File: src/rtl/byte_serializer_pkg.sv
// byte_serializer_pkg: shared FSM encoding and width helpers for the byte serializer
package byte_serializer_pkg;
  typedef enum logic {IDLE = 1'b0, SHIFT = 1'b1} state_t;
  function automatic int nbytes(input int data_w, input int byte_w);
    return data_w / byte_w;
  endfunction
  function automatic int level_w(input int depth);
    return $clog2(depth) + 1;
  endfunction
  localparam int LEVEL_W = level_w(4);
endpackage

File: src/rtl/byte_serializer_sync_fifo.sv
// sync_fifo: first-word-fall-through FIFO; dout is valid whenever level>0
module sync_fifo #(
  parameter int W = 8,
  parameter int DEPTH = 4
) (
  input  logic                   clk,
  input  logic                   rst,
  input  logic                   push,
  input  logic [W-1:0]           din,
  input  logic                   pop,
  output logic [W-1:0]           dout,
  output logic [$clog2(DEPTH):0] level
);
  localparam int AW = $clog2(DEPTH);
  localparam int LW = AW + 1;
  logic [W-1:0] mem [DEPTH];
  logic [AW-1:0] wp, rp;
  assign dout = mem[rp];
  always_ff @(posedge clk)
    if (push) mem[wp] <= din;
  always_ff @(posedge clk) begin
    if (rst) begin
      wp <= '0;
      rp <= '0;
      level <= '0;
    end else begin
      wp <= push ? wp + 1'b1 : wp;
      rp <= pop ? rp + 1'b1 : rp;
      level <= level + LW'(push) - LW'(pop);
    end
  end
endmodule

File: src/rtl/byte_serializer.sv
// byte_serializer: buffers sampled words and emits them LSB byte first on a valid/ready stream
module byte_serializer
  import byte_serializer_pkg::*;
#(
  parameter int DATA_W = 64,
  parameter int BYTE_W = 8,
  parameter int DEPTH = 4
) (
  input  logic                   clk,
  input  logic                   rst,
  input  logic                   en,
  input  logic [DATA_W-1:0]      x,
  output logic [BYTE_W-1:0]      m_data,
  output logic                   m_valid,
  output logic                   m_last,
  input  logic                   m_ready,
  output logic [$clog2(DEPTH):0] level,
  output logic                   overflow
);
  localparam int NB = nbytes(DATA_W, BYTE_W);
  localparam int IW = NB > 1 ? $clog2(NB) : 1;
  localparam int LW = level_w(DEPTH);
  state_t state, state_nx;
  logic [DATA_W-1:0] shift, shift_nx, head;
  logic [IW-1:0] idx, idx_nx;
  logic push, pop, fire, last, adv;
  // fullness is judged on the registered level only; a same-cycle pop never makes room
  assign push = en && level < LW'(DEPTH);
  assign fire = m_valid && m_ready;
  assign last = idx == IW'(NB - 1);
  assign pop = (state == IDLE || (fire && last)) && level != '0;
  assign adv = fire && !last;
  assign shift_nx = pop ? head : adv ? shift >> BYTE_W : shift;
  assign idx_nx = pop ? '0 : adv ? idx + 1'b1 : idx;
  assign state_nx = pop ? SHIFT : (fire && last) ? IDLE : state;
  sync_fifo #(.W(DATA_W), .DEPTH(DEPTH)) u_fifo (
    .clk(clk), .rst(rst), .push(push), .din(x), .pop(pop), .dout(head), .level(level)
  );
  always_ff @(posedge clk) begin
    if (rst) begin
      state <= IDLE;
      shift <= '0;
      idx <= '0;
      m_data <= '0;
      m_valid <= 1'b0;
      m_last <= 1'b0;
      overflow <= 1'b0;
    end else begin
      state <= state_nx;
      shift <= shift_nx;
      idx <= idx_nx;
      m_data <= shift_nx[BYTE_W-1:0];
      m_valid <= state_nx == SHIFT;
      m_last <= state_nx == SHIFT && idx_nx == IW'(NB - 1);
      overflow <= overflow | (en && level == LW'(DEPTH));
    end
  end
endmodule
File: config.mk
export PLATFORM = sky130hd
export DESIGN_NAME = byte_serializer
export DESIGN_NICKNAME = d
export VERILOG_FILES = /design/src/rtl/byte_serializer_pkg.sv /design/src/rtl/byte_serializer_sync_fifo.sv /design/src/rtl/byte_serializer.sv
export SDC_FILE = /design/constraint.sdc
export NUM_CORES = 1
export LEC_CHECK = 0
export BUFFER_PORTS_ARGS = -buffer_cell sky130_fd_sc_hd__buf_2
export CAP_MARGIN = 20
export CORE_ASPECT_RATIO = 1.25
export CORE_UTILIZATION = 60
export DETAILED_ROUTE_END_ITERATION = 8
export PLACE_DENSITY = 0.79
export SYNTH_ARGS = -nofsm -noshare
export SYNTH_HDL_FRONTEND = slang
export SYNTH_SLANG_ARGS = --single-unit
File: constraint.sdc
create_clock -name clk -period 4.2 [get_ports clk]
set_input_delay 0.84 -clock clk [delete_from_list [all_inputs] [get_ports clk]]
set_output_delay 0.84 -clock clk [all_outputs]
set_load 0.005 [all_outputs]
Yosys cells after proc, flatten, opt, wreduce, memory -nomap -nowiden
Memory sizes are Yosys's and may differ from the RTL's. A register that Yosys moved wholly into a read port is not among the register bits. Index checks and enable logic that the tools add are counted.

Word-level logic and storage cells: 42. Output and inout bits: 14. Input bits: 68. Register bits after elaboration: 77. Bits in writable memories: 256. Memories: 1.

Memories: u_fifo.mem (depth 4, width 64, rd ports 1, clocked after Yosys merged registers in 1, wr ports 1, line byte_serializer_sync_fifo.sv:16) `logic [W-1:0] mem [DEPTH];`.

Bitwise gates (word level): 2. $lt $le $gt $ge: 1. $add $sub $neg: 5. Equal/unequal tests: 3. Reduce and logical (&&, ||, !) cells: 11. Multiplexer cells: 10.

Operators with widths (count): $mux 64 (2); $eq 3x3->1 const B (3); $logic_and 1x1->1 (7); $mux 3 (2); $add 2x1->2 const B (2); $mux 1 (4); $mux 2 (2); $add 3x1->3 (1); $add 3x1->3 const B (1); $lt 3x3->1 const B (1); $reduce_bool 3->1 (1); $sub 3x1->3 (1); $reduce_bool 2->1 (1); $logic_not 1->1 (1); $logic_or 1x1->1 (1); $not 1->1 (1); $or 1x1->1 (1).

Longest topological paths before layout
Gate-level depths: netlist (run 1).

Depth after elaboration: 7. Depth in mapped cells: 11. Mapped depth without buffers: 11.

Cells and area by module
A second synthesis (run 1) with hierarchy kept.

Cells, all modules: 768. Area, all modules: 12973.7 sq um.

By module, submodules not included: sync_fifo (times used 1, area an instance 9738.1 sq um, cells an instance 374, sequential area each 7867.5 sq um); byte_serializer (times used 1, area an instance 3235.6 sq um, cells an instance 394, sequential area each 1401.3 sq um).

Least setup slack after synthesis (run 1)
OpenSTA, ideal clock, no wires.

Path kind: input to register. Start: in en. End: mem u_fifo.mem[0][0] in the netlist's numbering (enable). Slack: 1.042 ns. Library setup time: 0.429 ns. Arrival: 2.730 ns. Path buffers: 1. Data required time: 3.771 ns. Cell stages on the path: 3. Path through: nor2b_1 > clkbuf_1 > and2_1.

Cells in the longest elaborated chain, start to end: 3.

RTL lines: start: declaration (line byte_serializer.sv:11) `input logic en,`; $logic_and 1x1->1 (line byte_serializer.sv:28) `assign push = en && level < LW'(DEPTH);`; net push (line byte_serializer.sv:26) `logic push, pop, fire, last, adv;`; $mux 1 (line byte_serializer_sync_fifo.sv:20) `if (push) mem[wp] <= din;`; $mux 1 (implied by the code) (line byte_serializer_sync_fifo.sv:20); end: declaration (line byte_serializer_sync_fifo.sv:16).

The timed path passes the listed nets, and every way through them passes these cells.

Final worst setup path (run 1)
Start: reg idx[0]. End: reg shift[47].

Cells in the longest elaborated chain, start to end: 5. Elaborated cells on any way between the ends: 8. Those cells by class: eq/ne (1); mux (1); reduce/logical (6).

RTL lines: start: declaration (line byte_serializer.sv:25) `logic [IW-1:0] idx, idx_nx;`; start signal: assignment (line byte_serializer.sv:51) `idx <= idx_nx;`; $eq 3x3->1 * (line byte_serializer.sv:30) `assign last = idx == IW'(NB - 1);`; $logic_and 1x1->1 (line byte_serializer.sv:31) `assign pop = (state == IDLE || (fire && last)) && level != '0;`; $logic_or 1x1->1 (line byte_serializer.sv:31); $logic_and 1x1->1 (line byte_serializer.sv:31); $mux 64 or $reduce_bool 2->1 (tied branches); end signal: assignment (line byte_serializer.sv:50) `shift <= shift_nx;`; end: declaration (line byte_serializer.sv:24) `logic [DATA_W-1:0] shift, shift_nx, head;`.

Mark *: on every way between the ends. The rest lies on a longest branch, timed or not. A chain may end at the register's enable or synchronous reset.

==> flow_metrics.py, run 1 <==
metrics = {
    "logic_synthesis": {
        "yosysMostFrequentCell": "edfxtp_1",
        "syn_area_per_cell_um2": 20.16,
        "yosysSeqAreaShare_pct": 72.62,
        "synth_top_area_cell": "edfxtp_1",
        "yosysWarnings": 0,
        "synth_area_leaders": "edfxtp_1, dfxtp_1, mux4_2",
        "synth_commonest_cells": "edfxtp_1, dfxtp_1, mux4_2",
        "synth-seq-cells": 335,
        "synthArstFlopShare_pct": 0,
        "synthCells": 633,
        "synth-edff-count": 256,
        "synth_top_flop_cell": "edfxtp_1",
        "synth_area_um2": 12760,
        "syn-num-nets": 709,
        "synth.top_cell.area_share_pct": 60.23,
        "yosysUniqueCellTypes": 36,
    },
    "die": {
        "die-area_um2": 21860,
        "core_um2": 20820,
        "die_w_um": 132.5,
        "design.portCount": 82,
        "die_h_um": 165.1,
        "num_rows": 59,
        "start_util_pct": 61.31,
    },
    "place": {
        "gp_congestion": 0.7204,
        "dpl.hpwl_mm": 13.68,
        "io_buffers": 81,
    },
    "power": {
        "ir_drop_mv": 0.4272,
        "total_power_mw": 9.402,
        "power_leakage_nw": 5.037,
        "power_density_nw_per_um2": 654.0,
    },
    "critical_path": {
        "cp.required_ns": 4.59,
        "crit_path_top_delay_cell": "nand3b_1",
        "worstPathArrival_ns": 2.92,
        "cp-end-kind": "register",
        "worst_setup_path_start_kind": "register",
        "crit_buf_inv": 1,
        "path_cells": "ha_1 -> ha_1 -> nand3b_1 -> buf_12 -> mux2i_1 -> o2bb2ai_1",
        "critPathMaxFanout": 33,
        "path_class": "reg2reg",
        "cpMostUsedCell": "ha_1",
        "cp_top_family": "simple AND/OR/NAND/NOR gates",
        "slowest_delay_ns": 0.75,
    },
    "finish": {
        "fin_nets": 791,
        "syn_to_final_growth_pct": 12.64,
        "n_antenna_cell": 0,
        "drive_gt1_share_pct": 31.12,
        "fin_util_pct": 69.06,
    },
    "timing": {
        "tightest_slew_ns": 0.9735,
        "fmax_mhz": 395.5,
        "setup_tns_ns": 0,
        "hold_viol": 0,
        "final.setup_skew_ns": 0.01241,
        "min_period_ns": 2.529,
        "min_period_over_period_pct": 60.20,
        "slew_headroom_pct": 35.10,
        "setup_viol": 0,
        "grt_setup_unrepaired": "false",
        "drv_slew": 0,
    },
    "clock_network": {
        "clkTransAtPathRegs_ns": 0.07,
        "h-tree-depth": 1,
        "cts_inserted_buffers": 30,
        "clk_latency_ns": 0.55,
        "cts_resized": 0,
        "root_buffer": "clkbuf_16",
        "clock_sinks": 335,
        "cts_tree": "built",
        "post-cts-setup-buffers": 0,
        "hold_buffers": 0,
        "cts_buffer_depth": 3,
    },
    "drt": {
        "wl_per_cell_um": 22.79,
        "drc": 0,
        "vias": 6077,
        "drt_iter0_markers": 413,
        "drtAntennaViolNets": 0,
        "vias_per_cell": 5.999,
        "routed_wl_mm": 23.09,
        "drt_pass1_iterations": 5,
    },
    "run_status": {
        "status": "finished clean",
    },
    "grt": {
        "grt.overflow.total": 0,
        "grt_max_degree": 65,
        "track_usage_pct": 21.64,
        "antenna_found_initial": 0,
        "grt_pass1_wl_mm": 35.27,
        "grt_pass1_vias": 6289,
    },
    "worst_hold_path": {
        "worstHoldPathType": "reg2reg",
    },
    "job": {
        "drv_cap": 0,
    },
}
area by class of cell:
class	count	area [um2]
Clock buffer	33	825.8
Clock inverter	23	256.5
Fill cell	1302	6441
Inverter	4	15.01
Multi-Input combinational cell	249	3114
Sequential cell	335	9274
Tap cell	274	342.8
Timing Repair Buffer	95	548.0
worst reg2reg max path: stages (launching register included):
cell,delay (ns)
dfxtp_1,0.34
ha_1,0.22
ha_1,0.23
nand3b_1,0.75
buf_12,0.47
mux2i_1,0.26
o2bb2ai_1,0.11
power by group:
group	total, mW	internal, mW	switching [mW]
Clock	2.91	1.73	1.18
Combinational	1.94	0.967	0.975
Sequential	4.55	4.16	0.398
final timing paths:
check        startpoint        end  slack [ns]  cells after the start
min reg2reg    overflow   overflow        0.47                      2
max              idx[0]  shift[47]        1.67                      6
min            overflow   overflow        0.47                      2
max reg2reg      idx[0]  shift[47]        1.67                      6
flip-flops by register name (all words and copies together), names as in the netlist, 2 cells and up, named ones only:
signal and cells:
idx 3, u_fifo.wp 2, shift 56, u_fifo.rp 2
m_data 8, u_fifo.level 3, u_fifo.mem 256
logic make-up after synthesis:
kind of cell | synth area share [%]
xor+xnor | 0.2059
simple gates | 1.882
buf+inv | 3.078
flops | 72.62
fa+ha+maj | 0.8430
compound gates | 5.450
mux | 15.92
layout by cell type (no fill, tap or decap), drive strengths merged, types with 7 or more instances in the layout:
master / count
edfxtp: 256
clkbuf: 33
mux4: 64
mux2i: 59
nand3b: 9
inv: 7
clkinv: 10
nor2: 11
ha: 7
buf: 95
o2bb2ai: 64
dfxtp: 79
layer usage:
layer | wire, um | part of all wire (%) | global-route usage (%) | vias up
li1 | - | - | - | 2738
met1 | 9215 | 40 | 27.61 | 3121
met2 | 12300 | 53 | 38.52 | 178
met3 | 998 | 4.3 | 3.144 | 40
met4 | 572 | 2.5 | 7.053 | 0
met5 | 0 | 0 | 0 | -
metrics by stage:
stage          area [um2]  cells  setup WS, ns  hold slack [ns]
2_1_floorplan       12760    633         1.042           0.4605
3_3_place_gp        13290    957         1.421           0.4439
3_5_place_dp        13290    957         1.406           0.4572
4_1_cts             14380   1013         1.647           0.4721
5_1_grt             14380   1013         1.522           0.4898
6_report            14380   1013         1.671           0.4683
No activity file was read; power rests on OpenSTA's default activity.
==> inputs of run 2 (changes only) <==
Clock period 4.2 ns to 2.39 ns, I/O delays scaled along.
==> run 2 against run 1 <==
  * Clock skew is 0.0027 ns lower
  * Highest routed layer is now met5
  * Flip-flop and latch count unchanged
  * Final cell count is 0.30% higher
  * Critical path type unchanged
  * Die area unchanged
  * Largest power group unchanged
==> flow_metrics.py, run 2 (synthesis results as in run 1) <==
metrics = {
    "critical_path": {
        "cp.required_ns": 2.80,
        "worstPathArrival_ns": 2.66,
        "path_class": "reg2reg",
        "cp-end-kind": "register",
        "critPathMaxFanout": 4,
        "crit_buf_inv": 1,
        "slowest_delay_ns": 0.38,
        "rrSetupSlack_ns": 0.14,
        "crit_path_top_delay_cell": "fa_1",
        "cp_top_family": "adder cells",
        "worst_setup_path_start_kind": "register",
        "path_cells": "ha_2 -> ha_4 -> a21boi_4 -> or2_1 -> o21ai_1 -> ha_1 -> inv_1 -> fa_1 -> xor2_1 -> and2_1 -> nor3_2",
    },
    "die": {
        "start_util_pct": 61.31,
        "design.portCount": 82,
        "die-area_um2": 21860,
        "num_rows": 59,
        "die_w_um": 132.5,
        "core_um2": 20820,
        "die_h_um": 165.1,
    },
    "drt": {
        "drc": 0,
        "routed_wl_mm": 23.46,
        "drtAntennaViolNets": 0,
        "vias": 6116,
        "wl_per_cell_um": 23.09,
        "vias_per_cell": 6.020,
        "drt_pass1_iterations": 5,
        "drt_iter0_markers": 405,
    },
    "finish": {
        "layout_commonest_cell": "edfxtp_1",
        "reg_top3": "u_fifo.mem: 256 flops, shift: 56 flops, m_data: 8 flops",
        "largest_register_ffs": 256,
        "drive_gt1_share_pct": 31.98,
        "nFillCells": 1289,
        "regMostFlops": "u_fifo.mem",
        "design_area_um2": 14500,
        "layout_common_cells": "edfxtp_1, buf_2, dfxtp_1",
        "multi_input_area_um2": 3134,
        "fin_nets": 795,
        "fin_util_pct": 69.64,
        "seq_area_um2": 9279,
        "syn_to_final_growth_pct": 13.59,
    },
    "clock_network": {
        "clock_sinks": 335,
        "post-cts-setup-buffers": 0,
        "root_buffer": "clkbuf_16",
        "cts_inserted_buffers": 29,
        "clkTransAtPathRegs_ns": 0.07,
        "clk_latency_ns": 0.53,
        "hold_buffers": 0,
        "cts_tree": "built",
        "h-tree-depth": 1,
        "cts_buffer_depth": 3,
    },
    "place": {
        "io_buffers": 81,
        "dpl.hpwl_mm": 13.68,
        "dpl_worst_slack_ns": -0.03607,
        "gp_congestion": 0.7124,
        "placed_area_um2": 13460,
    },
    "timing": {
        "hold_viol": 0,
        "whs_ns": 0.1544,
        "tightest_slew_ns": 0.5281,
        "setup_tns_ns": 0,
        "final.setup_skew_ns": 0.009701,
        "min_period_over_period_pct": 94.16,
        "drv_slew": 0,
        "min_period_ns": 2.250,
        "grt_setup_unrepaired": "false",
        "setup_viol": 0,
        "slew_headroom_pct": 64.69,
        "fmax_mhz": 444.4,
        "worst_slack_ns": 0.1396,
    },
    "grt": {
        "grt.overflow.total": 0,
        "grt_pass1_vias": 6640,
        "grt_pass1_wl_mm": 36.85,
        "antenna_found_initial": 3,
        "grt_max_degree": 65,
        "track_usage_pct": 22.42,
    },
    "run_status": {
        "status": "finished clean",
    },
    "worst_hold_path": {
        "worstHoldPathType": "in2reg",
    },
    "power": {
        "power_leakage_nw": 5.081,
        "power_density_nw_per_um2": 1133,
        "ir_drop_mv": 0.6741,
    },
    "job": {
        "drv_cap": 0,
    },
}
run 2: final cells by class:
cell class / count / share of cell area (%)
diodes: 1 / 0.01726
clock buffers: 41 / 6.015
clock inverters: 12 / 0.9752
inverters: 4 / 0.1036
multi-input cells: 249 / 21.62
flip-flops and latches: 335 / 64.00
well taps: 274 / 2.365
repair buffers: 100 / 4.902
run 2: timing repair:
item                                    4_1_cts  5_1_grt
pin swaps                                     0        0
gates resized for setup                       2        6
endpoints found under the setup margin        1        1
run 2: power by group:
| part | total [mW] | internal (mW) | leakage, nW | switching, mW |
|---|---|---|---|---|
| registers | 7.92 | 7.30 | 2.99 | 0.626 |
| logic | 3.66 | 1.85 | 1.58 | 1.81 |
| clock network | 4.84 | 2.87 | 0.509 | 1.98 |
run 2: path summary, 6_finish.rpt:
path,end,cells after the start,from
setup / recovery,u_fifo.level[2],11,idx[0]
hold / removal,u_fifo.mem[0][18],1,x[18]
setup reg to reg,u_fifo.level[2],11,idx[0]
hold reg to reg,overflow,2,overflow
run 2: routing by layer:
layer	vias to the layer above	wire length, um	global-route usage [%]
met5	-	24	0
met3	40	1128	3.755
met4	4	470	6.426
li1	2751	-	-
met2	159	12540	41.22
met1	3162	9298	27.43
run 2: stage by stage:
stage               cells  total power, mW
floorplan             633            10.72
global placement      962            11.51
detailed placement    962            11.73
CTS                  1015            16.56
global route         1016            17.13
finish               1016            16.43
==> inputs of run 3 (changes only) <==
Settings changed: PLACE_DENSITY 0.79 to 0.83.
==> run 3 against run 2 <==
  * Combinational power is 2% higher
  * Sequential power is 1% lower
  * First-iteration DRC count increased by 7.9%
  * Wire length is 1.9% higher
  * Clock-buffer cell count is 6 higher
  * Setup slack worse by 0.052 ns
==> flow_metrics.py, run 3 (synthesis results as in run 1) <==
metrics = {
    "power": {
        "ir_drop_mv": 0.6174,
        "power_density_nw_per_um2": 1126,
        "power_leakage_nw": 5.045,
    },
    "grt": {
        "track_usage_pct": 22.20,
        "grt.overflow.total": 0,
        "grt_pass1_wl_mm": 36.37,
        "grt_max_degree": 65,
        "antenna_found_initial": 1,
        "grt_pass1_vias": 6552,
    },
    "critical_path": {
        "worstPathArrival_ns": 2.77,
        "cp.required_ns": 2.86,
        "slowest_delay_ns": 0.38,
        "crit_path_top_delay_cell": "fa_1",
        "cp-end-kind": "register",
        "worst_setup_path_start_kind": "register",
        "path_cells": "ha_2 -> ha_4 -> a21boi_4 -> or2_1 -> o21ai_1 -> ha_1 -> inv_1 -> fa_1 -> xor2_1 -> and2_1 -> nor3_1",
        "path_class": "reg2reg",
        "critPathMaxFanout": 4,
    },
    "clock_network": {
        "clk_latency_ns": 0.54,
        "cts_buffer_depth": 3,
        "clock_sinks": 335,
        "clkTransAtPathRegs_ns": 0.06,
        "cts_inserted_buffers": 30,
        "root_buffer": "clkbuf_16",
        "h-tree-depth": 1,
        "post-cts-setup-buffers": 0,
        "cts_tree": "built",
    },
    "timing": {
        "whs_ns": 0.1506,
        "fmax_mhz": 434.3,
        "hold_viol": 0,
        "setup_viol": 0,
        "final.setup_skew_ns": 0.01084,
        "setup_tns_ns": 0,
        "tightest_slew_ns": 0.6280,
        "min_period_over_period_pct": 96.35,
        "drv_slew": 0,
        "min_period_ns": 2.303,
        "slew_headroom_pct": 58.13,
    },
    "worst_hold_path": {
        "worstHoldPathType": "in2reg",
    },
    "finish": {
        "fin_nets": 798,
        "fin_util_pct": 69.24,
        "layout_commonest_cell": "edfxtp_1",
        "largest_register_ffs": 256,
        "syn_to_final_growth_pct": 12.93,
        "drive_gt1_share_pct": 30.97,
        "nFillCells": 1347,
        "regMostFlops": "u_fifo.mem",
        "reg_top3": "u_fifo.mem: 256 flops, shift: 56 flops, m_data: 8 flops",
        "layout_common_cells": "edfxtp_1, buf_2, dfxtp_1",
    },
    "die": {
        "design.portCount": 82,
        "core_um2": 20820,
        "die-area_um2": 21860,
        "num_rows": 59,
        "die_h_um": 165.1,
        "die_w_um": 132.5,
        "start_util_pct": 61.31,
    },
    "run_status": {
        "status": "finished clean",
    },
    "place": {
        "gp_congestion": 0.7346,
        "io_buffers": 81,
        "dpl.hpwl_mm": 13.87,
    },
    "drt": {
        "drtAntennaViolNets": 0,
        "routed_wl_mm": 23.92,
        "vias_per_cell": 6.060,
        "vias": 6205,
        "drt_iter0_markers": 437,
        "wl_per_cell_um": 23.35,
        "drt_pass1_iterations": 5,
        "drc": 0,
    },
    "job": {
        "drv_cap": 0,
    },
}
-- run 3: cell types whose count changed in the layout (fill, tap and decap cells not counted), moves of 2 or more --
| cell | delta |
|---|---|
| clkbuf_16 | +2 |
| diode_2 | +3 |
| buf_4 | +7 |
| buf_12 | -5 |
| clkbuf_8 | -6 |
| clkbuf_1 | +10 |
-- run 3: area by class of cell --
class                      instances  area, um2  area share [%]
tap                              274      342.8           2.378
sequential                       335       9276           64.36
antenna                            4      10.01         0.06944
inverter                           4      15.01          0.1042
multi-input combinational        249       3129           21.71
clock buffer                      47      877.1           6.085
clock inverter                     9      100.1          0.6944
timing repair buffer             102      663.1           4.601
-- run 3: final timing paths --
kind	startpoint	to	slack (ns)	cells after the start
setup / recovery	idx[0]	u_fifo.level[2]	0.09	11
hold / removal	x[10]	u_fifo.mem[1][10]	0.15	1
setup reg to reg	idx[0]	u_fifo.level[2]	0.09	11
hold reg to reg	overflow	overflow	0.48	2
-- run 3: where the power goes --
| group | internal (mW) | switching (mW) |
|---|---|---|
| Combinational | 1.80 | 1.92 |
| Sequential | 7.29 | 0.526 |
| Clock | 2.74 | 1.95 |
| Total | 11.8 | 4.40 |
-- run 3: through the flow --
step / setup WS, ns / cell area [um2] / power, mW / instances
finish: 0.08724 / 14410 / 16.23 / 1024
CTS: 0.01461 / 14390 / 16.36 / 1020
global placement: 0.1362 / 13410 / 11.45 / 964
detailed placement: -0.007858 / 13410 / 11.67 / 964
global route: -0.01400 / 14410 / 16.91 / 1021
floorplan: 0.1571 / 12770 / 10.72 / 633
-- run 3: critical path, delay by kind of cell (launching register included) --
family | cells | cell delay (ns)
AO/OA/AOI/OAI | 2 | 0.20
buffers and inverters | 1 | 0.05
AND/OR/NAND/NOR | 3 | 0.55
adder cells (fa/ha/maj) | 4 | 0.89
flip-flops | 1 | 0.36
XOR/XNOR | 1 | 0.17
-- run 3: what timing repair did --
| item | in CTS | in global routing |
|---|---|---|
| gates resized for setup | 2 | 4 |
| setup endpoints to repair | 1 | 1 |
| hold buffers | 0 | 0 |
-- run 3: routing by layer --
metal	track usage, %	vias to the layer above	share of wire (%)
met5	0	-	0
met4	7.994	0	2.3
met3	3.327	36	4.9
met2	39.74	179	53
met1	27.73	3226	40
li1	-	2764	-
